`src/rtl/mul_pkg.sv`:
```
// Shared types for the sequential Booth multiplier: controller states,
// the one-hot Booth select encoding, and the group count for 32-bit operands.
package mul_pkg;

    typedef enum logic [1:0] {
        IDLE = 2'd0,
        BUSY = 2'd1,
        DONE = 2'd2
    } mul_state_e;

    typedef enum logic [4:0] {
        ZERO = 5'b00001,
        PX   = 5'b00010,
        NX   = 5'b00100,
        P2X  = 5'b01000,
        N2X  = 5'b10000
    } booth_sel_e;

    localparam int MUL_ITERS = 17;

    // Radix-4 Booth recoding of one overlapping 3-bit multiplier group.
    function automatic booth_sel_e booth_decode(input logic [2:0] grp);
        booth_sel_e sel;
        case (grp)
            3'b001, 3'b010: sel = PX;
            3'b011:         sel = P2X;
            3'b100:         sel = N2X;
            3'b101, 3'b110: sel = NX;
            default:        sel = ZERO;
        endcase
        return sel;
    endfunction

endpackage

```
`src/rtl/booth_pp_sel.sv`:
```
// Booth partial-product selector: picks 0, +-x or +-2x as a sign-extended
// magnitude one bit wider than x. Negative selections are returned as the
// one's complement with neg set; the caller adds the +1 at the right weight.
module booth_pp_sel
    import mul_pkg::*;
#(
    parameter int XW = 33
) (
    input  logic [2:0]    grp,
    input  logic [XW-1:0] x,
    output logic [XW:0]   mag,
    output logic          neg
);

    booth_sel_e sel;

    // Decode the group and select the magnitude / complement.
    always_comb begin
        sel = booth_decode(grp);
        mag = '0;
        neg = 1'b0;
        case (sel)
            PX:  mag = {x[XW-1], x};
            P2X: mag = {x, 1'b0};
            NX:  begin
                mag = ~{x[XW-1], x};
                neg = 1'b1;
            end
            N2X: begin
                mag = ~{x, 1'b0};
                neg = 1'b1;
            end
            default: begin
                mag = '0;
                neg = 1'b0;
            end
        endcase
    end

endmodule

```
`src/rtl/booth_mul_seq.sv`:
```
// Iterative radix-4 Booth multiplier for MULT/MULTU: one Booth group per
// cycle accumulated into a 2*DATA_W product, returned over valid/ready.
//
// state | meaning
// IDLE  | waiting for operands, in_ready high
// BUSY  | accumulating one Booth group per cycle, cnt = group index
// DONE  | product held on result with out_valid until out_ready
module booth_mul_seq
    import mul_pkg::*;
#(
    parameter int DATA_W = 32
) (
    input  logic                clk,
    input  logic                reset,
    input  logic                in_valid,
    output logic                in_ready,
    input  logic                mul_signed,
    input  logic [DATA_W-1:0]   src1,
    input  logic [DATA_W-1:0]   src2,
    input  logic                flush,
    output logic                out_valid,
    input  logic                out_ready,
    output logic [2*DATA_W-1:0] result,
    output logic                busy
);

    localparam int XW    = DATA_W + 1;
    localparam int YW    = DATA_W + 3;
    localparam int PW    = 2 * DATA_W;
    localparam int ITERS = DATA_W / 2 + 1;
    localparam int CW    = $clog2(ITERS);

    mul_state_e    state, state_nxt;
    logic [XW-1:0] x_r;
    logic [YW-1:0] y_r;
    logic [PW-1:0] acc;
    logic [CW-1:0] cnt;
    logic          accept;
    logic          last;

    logic [2:0]    grp;
    logic [XW:0]   mag;
    logic          neg;
    logic [CW:0]   sh;
    logic [PW-1:0] pp_ext;
    logic [PW-1:0] pp_sh;
    logic [PW-1:0] cin_sh;

    // Group k covers y_r[2k+2:2k]; y_r[0] is the implicit y[-1].
    assign sh   = {cnt, 1'b0};
    assign grp  = y_r[sh +: 3];
    assign last = (cnt == CW'(ITERS - 1));

    booth_pp_sel #(.XW(XW)) u_pp_sel (
        .grp (grp),
        .x   (x_r),
        .mag (mag),
        .neg (neg)
    );

    assign pp_ext = {{(PW-XW-1){mag[XW]}}, mag};
    assign pp_sh  = pp_ext << sh;
    assign cin_sh = {{(PW-1){1'b0}}, neg} << sh;

    // State register.
    always_ff @(posedge clk) begin
        if (reset) state <= IDLE;
        else       state <= state_nxt;
    end

    // Next-state and handshake outputs; flush overrides everything.
    always_comb begin
        state_nxt = state;
        accept    = 1'b0;
        in_ready  = (state == IDLE);
        out_valid = (state == DONE);
        busy      = (state != IDLE);
        case (state)
            IDLE: if (in_valid && !flush) begin
                state_nxt = BUSY;
                accept    = 1'b1;
            end
            BUSY: if (last) state_nxt = DONE;
            DONE: if (out_ready) state_nxt = IDLE;
            default: state_nxt = IDLE;
        endcase
        if (flush) state_nxt = IDLE;
    end

    // Operand capture, group counter and product accumulation.
    always_ff @(posedge clk) begin
        if (reset) begin
            x_r <= '0;
            y_r <= '0;
            acc <= '0;
            cnt <= '0;
        end else if (flush) begin
            cnt <= '0;
        end else if (accept) begin
            x_r <= {mul_signed & src1[DATA_W-1], src1};
            y_r <= {{2{mul_signed & src2[DATA_W-1]}}, src2, 1'b0};
            acc <= '0;
            cnt <= '0;
        end else if (state == BUSY) begin
            acc <= acc + pp_sh + cin_sh;
            cnt <= last ? '0 : cnt + 1'b1;
        end
    end

    assign result = acc;

endmodule

```
`config.mk`:
```
export PLATFORM = sky130hd
export DESIGN_NAME = booth_mul_seq
export DESIGN_NICKNAME = d
export VERILOG_FILES = /design/src/rtl/mul_pkg.sv /design/src/rtl/booth_pp_sel.sv /design/src/rtl/booth_mul_seq.sv
export SDC_FILE = /design/constraint.sdc
export NUM_CORES = 1
export LEC_CHECK = 0
export ABC_AREA = 0
export CORE_ASPECT_RATIO = 1.25
export CORE_MARGIN = 2
export CORE_UTILIZATION = 55
export DETAILED_ROUTE_END_ITERATION = 6
export PLACE_DENSITY_LB_ADDON = 0.3
export SKIP_CTS_REPAIR_TIMING = 1
export SLEW_MARGIN = 20
export SYNTH_ARGS = -nofsm -noshare
export SYNTH_HDL_FRONTEND = slang
export SYNTH_SLANG_ARGS = --single-unit
```
`constraint.sdc`:
```
create_clock -name clk -period 13.15 [get_ports clk]
set_input_delay 2.63 -clock clk [delete_from_list [all_inputs] [get_ports clk]]
set_output_delay 2.63 -clock clk [all_outputs]
set_load 0.05 [all_outputs]
```
==> impl_metrics.csv <==
group,metric,value,unit
placed_design,place_congestion,1.06,
run_status,status,"completed",
routing,vias,12644,
routing,wl_per_cell,19.1,um
setup_path,rrSetupSlack,4420,ps
placed_design,dp_cells,2009,
routing,wl_met1,16000,um
global_routing,antenna_found_initial,0,
clock_network,clk_pin_slew,70,ps
logic_synthesis,seq_area_frac_synth,0.212,
global_routing,grt_pass1_vias,12244,
sta,period_needed,8730,ps
power_and_ir_drop,leakage,6.96,nW
sta,drv_slew,0,
floorplanning,ioPinCount,137,
power_and_ir_drop,vdd_drop_max,0.0920,mV
routing,routed.top_layer,"met4",
routing,drtIter0Drc,1053,
logic_synthesis,syn_area,12900,sq um
finish,syn2layout_area_growth,15.4,%
floorplanning,core,23000,sq um
clock_network,cts_tree,"built",
finish,finalNonFillerCells,2041,
clock_network,clock_latency,440,ps
placed_design,port_buffers,136,
sta,relSlewSlack,0.397,
logic_synthesis,async_flop_share,0,
global_routing,grt_max_degree,74,
setup_path,cp_slowest_cell,"dfxtp_1",
floorplanning,initial_utilization,0.562,
setup_path,crit_arrival,9060,ps
logic_synthesis,ys_warn_count,0,
sta,setup_violations,0,
sta,hold_violations,0,
logic_synthesis,ys_ff_latch,137,
sta,grt_setup_unrepaired,"no",
logic_synthesis,synth_edf_count,0,
setup_path,start_kind,"flip-flop",
placed_design,hpwl,29200,um
finish,fin_nets,1938,
logic_synthesis,synth.distinct_cells,82,
global_routing,overflow,0,
logic_synthesis,syn_inst,1670,
finish,antenna_cells,0,
setup_path,worstPathRequired,13490,ps
setup_path,crit_top_cell,"o21ai_1",
clock_network,cts_buffers,17,
sta,final.setup_skew,9.17,ps
routing,wl,38900,um
setup_path,critPathKind,"flip-flop to flip-flop",
finish,drive_gt1_frac,0.0553,
routing,wl_met3,2340,um
routing,routed_via_density,6.20,
logic_synthesis,syn_avg_cell_area,7.75,sq um
setup_path,endpoint_kind,"flip-flop",
global_routing,track_usage,0.314,
setup_path,crit_fanout,36,
clock_network,h-tree-depth,4,
routing,drt_first_pass_iters,6,
floorplanning,chipWidth,141,um
clock_network,cts.sinks,137,
routing,met2WireLength,18800,um
power_and_ir_drop,p_per_area,75.6,nW/um^2
floorplanning,rows,62,
routing,drc_errors,0,
finish,utilization,0.648,
clock_network,clk_path_buf_depth,2,
sta,tightest_slew,902,ps
worst_hold_path,hold_class,"flip-flop to flip-flop",
sta,fmax,115,MHz
setup_path,slowest_delay,720,ps
global_routing,grt_first_pass_wirelength,63000,um
clock_network,cts_root_buf,"clkbuf_16",
logic_synthesis,synth_ff_type,"dfxtp_1",
sta,fin_tns_setup,0,ps
job,cap_violations,0,
floorplanning,die_h,175,um
routing,detail-route-antenna-nets,0,
sta,fin_crit_sh,0.664,
floorplanning,die-area,24800,sq um
-- final timing paths --
path,startpoint,endpoint,cells past startpoint
max,cnt[0]$_SDFFE_PP0N_,result[61]$_SDFFE_PP0P_,28
min,y_r[9]$_SDFFE_PP0P_,y_r[9]$_SDFFE_PP0P_,2
max reg2reg,cnt[0]$_SDFFE_PP0N_,result[61]$_SDFFE_PP0P_,28
min reg2reg,y_r[9]$_SDFFE_PP0P_,y_r[9]$_SDFFE_PP0P_,2
-- flip-flops by register name, summed over array words and instances (netlist names) --
signal and count:
state 2, cnt 5, result 64, x_r 33, y_r 33
-- cell usage in the layout, fill, tap and decap left out, types with 12 or more instances in the layout --
cell,Yosys,final
nand3_1,23,23
nor3_1,16,14
nand2b_1,16,16
nand2_1,220,220
xor2_1,55,55
a22oi_1,56,56
dfxtp_1,137,137
clkbuf_16,0,17
o21bai_1,14,14
a31oi_1,12,12
ha_1,95,95
inv_1,71,71
conb_1,2,15
o21ai_1,36,36
xnor2_1,37,37
clkdlybuf4s50_1,0,135
a21o_1,52,52
o22ai_1,15,15
a221o_1,18,18
o21ai_0,39,39
a22o_1,17,17
buf_4,1,14
fa_1,33,33
mux2i_1,71,71
mux4_2,17,17
nor2b_1,12,12
nor2_1,177,175
a21oi_1,167,167
-- report_power, final --
part           total (W)  switching (W)  leakage [nW]  internal (W)
sequential      0.000437      0.0000111          1.11      0.000426
clock           0.000463       0.000212         0.267      0.000251
combinational   0.000229       0.000138          5.58     0.0000912
total            0.00113       0.000361          6.96      0.000768
-- cell usage after synthesis (all sizes together), types with 16 or more instances --
cell	instances	share of area
a21o	52	0.030
a21oi	169	0.066
a221o	18	0.014
a22o	17	0.012
a22oi	56	0.032
buf	36	0.013
clkbuf	75	0.022
dfxtp	137	0.21
fa	33	0.051
ha	95	0.092
inv	75	0.022
mux2i	71	0.055
mux4	17	0.030
nand2	221	0.065
nand2b	17	0.0088
nand3	23	0.0089
nor2	180	0.054
nor3	16	0.0062
o21ai	75	0.029
xnor2	37	0.025
xor2	55	0.037
-- kinds of logic (layout without fill, tap and decap cells) --
kind of cell | Yosys count | count (layout) | share of synthesized area
AO/OA/AOI/OAI | 503 | 503 | 0.256
XOR/XNOR | 92 | 92 | 0.0623
flip-flops | 137 | 137 | 0.212
other | 2 | 15 | 0.000580
buffers and inverters | 186 | 256 | 0.0569
AND/OR/NAND/NOR | 525 | 525 | 0.177
multiplexers | 97 | 97 | 0.0924
adder cells (fa/ha/maj) | 128 | 128 | 0.143
-- area by class of cell --
type                       count  area (sq um)
clock buffer                  19           443
clock inverter                13           110
fill                        2051          8110
inverter                      75           282
multi-input combinational   1360          9540
sequential                   137          2740
tap                          288           360
timing repair buffer         149          1460
-- layer usage --
metal	track usage	vias to the layer above
li1	-	6068
met1	0.401	5937
met2	0.530	514
met3	0.0447	125
met4	0.134	0
met5	0	-
-- worst max-delay path: cells and delay by family, from the launching register on --
family                     cells  cell delay [ps]
AOI/OAI and AO/OA             15             4050
xor gates and xnor gates       1              110
adders and majority gates      2              910
buffers and inverters          3              920
DFF                            1              720
muxes                          1              160
and+or+nand+nor                6             1730
-- per-stage QoR --
stage / cell area (sq um) / hold slack, ps / power [W] / setup slack, ps
6_report: 14900 / 454 / 0.00113 / 4420
5_1_grt: 14900 / 476 / 0.00118 / 3720
4_1_cts: 14900 / 456 / 0.00113 / 4650
3_5_place_dp: 14400 / 447 / 0.000671 / 4710
3_3_place_gp: 14400 / 441 / 0.000667 / 4670
2_1_floorplan: 13000 / 433 / 0.000599 / 6720
(Power assumes the default switching activity.)
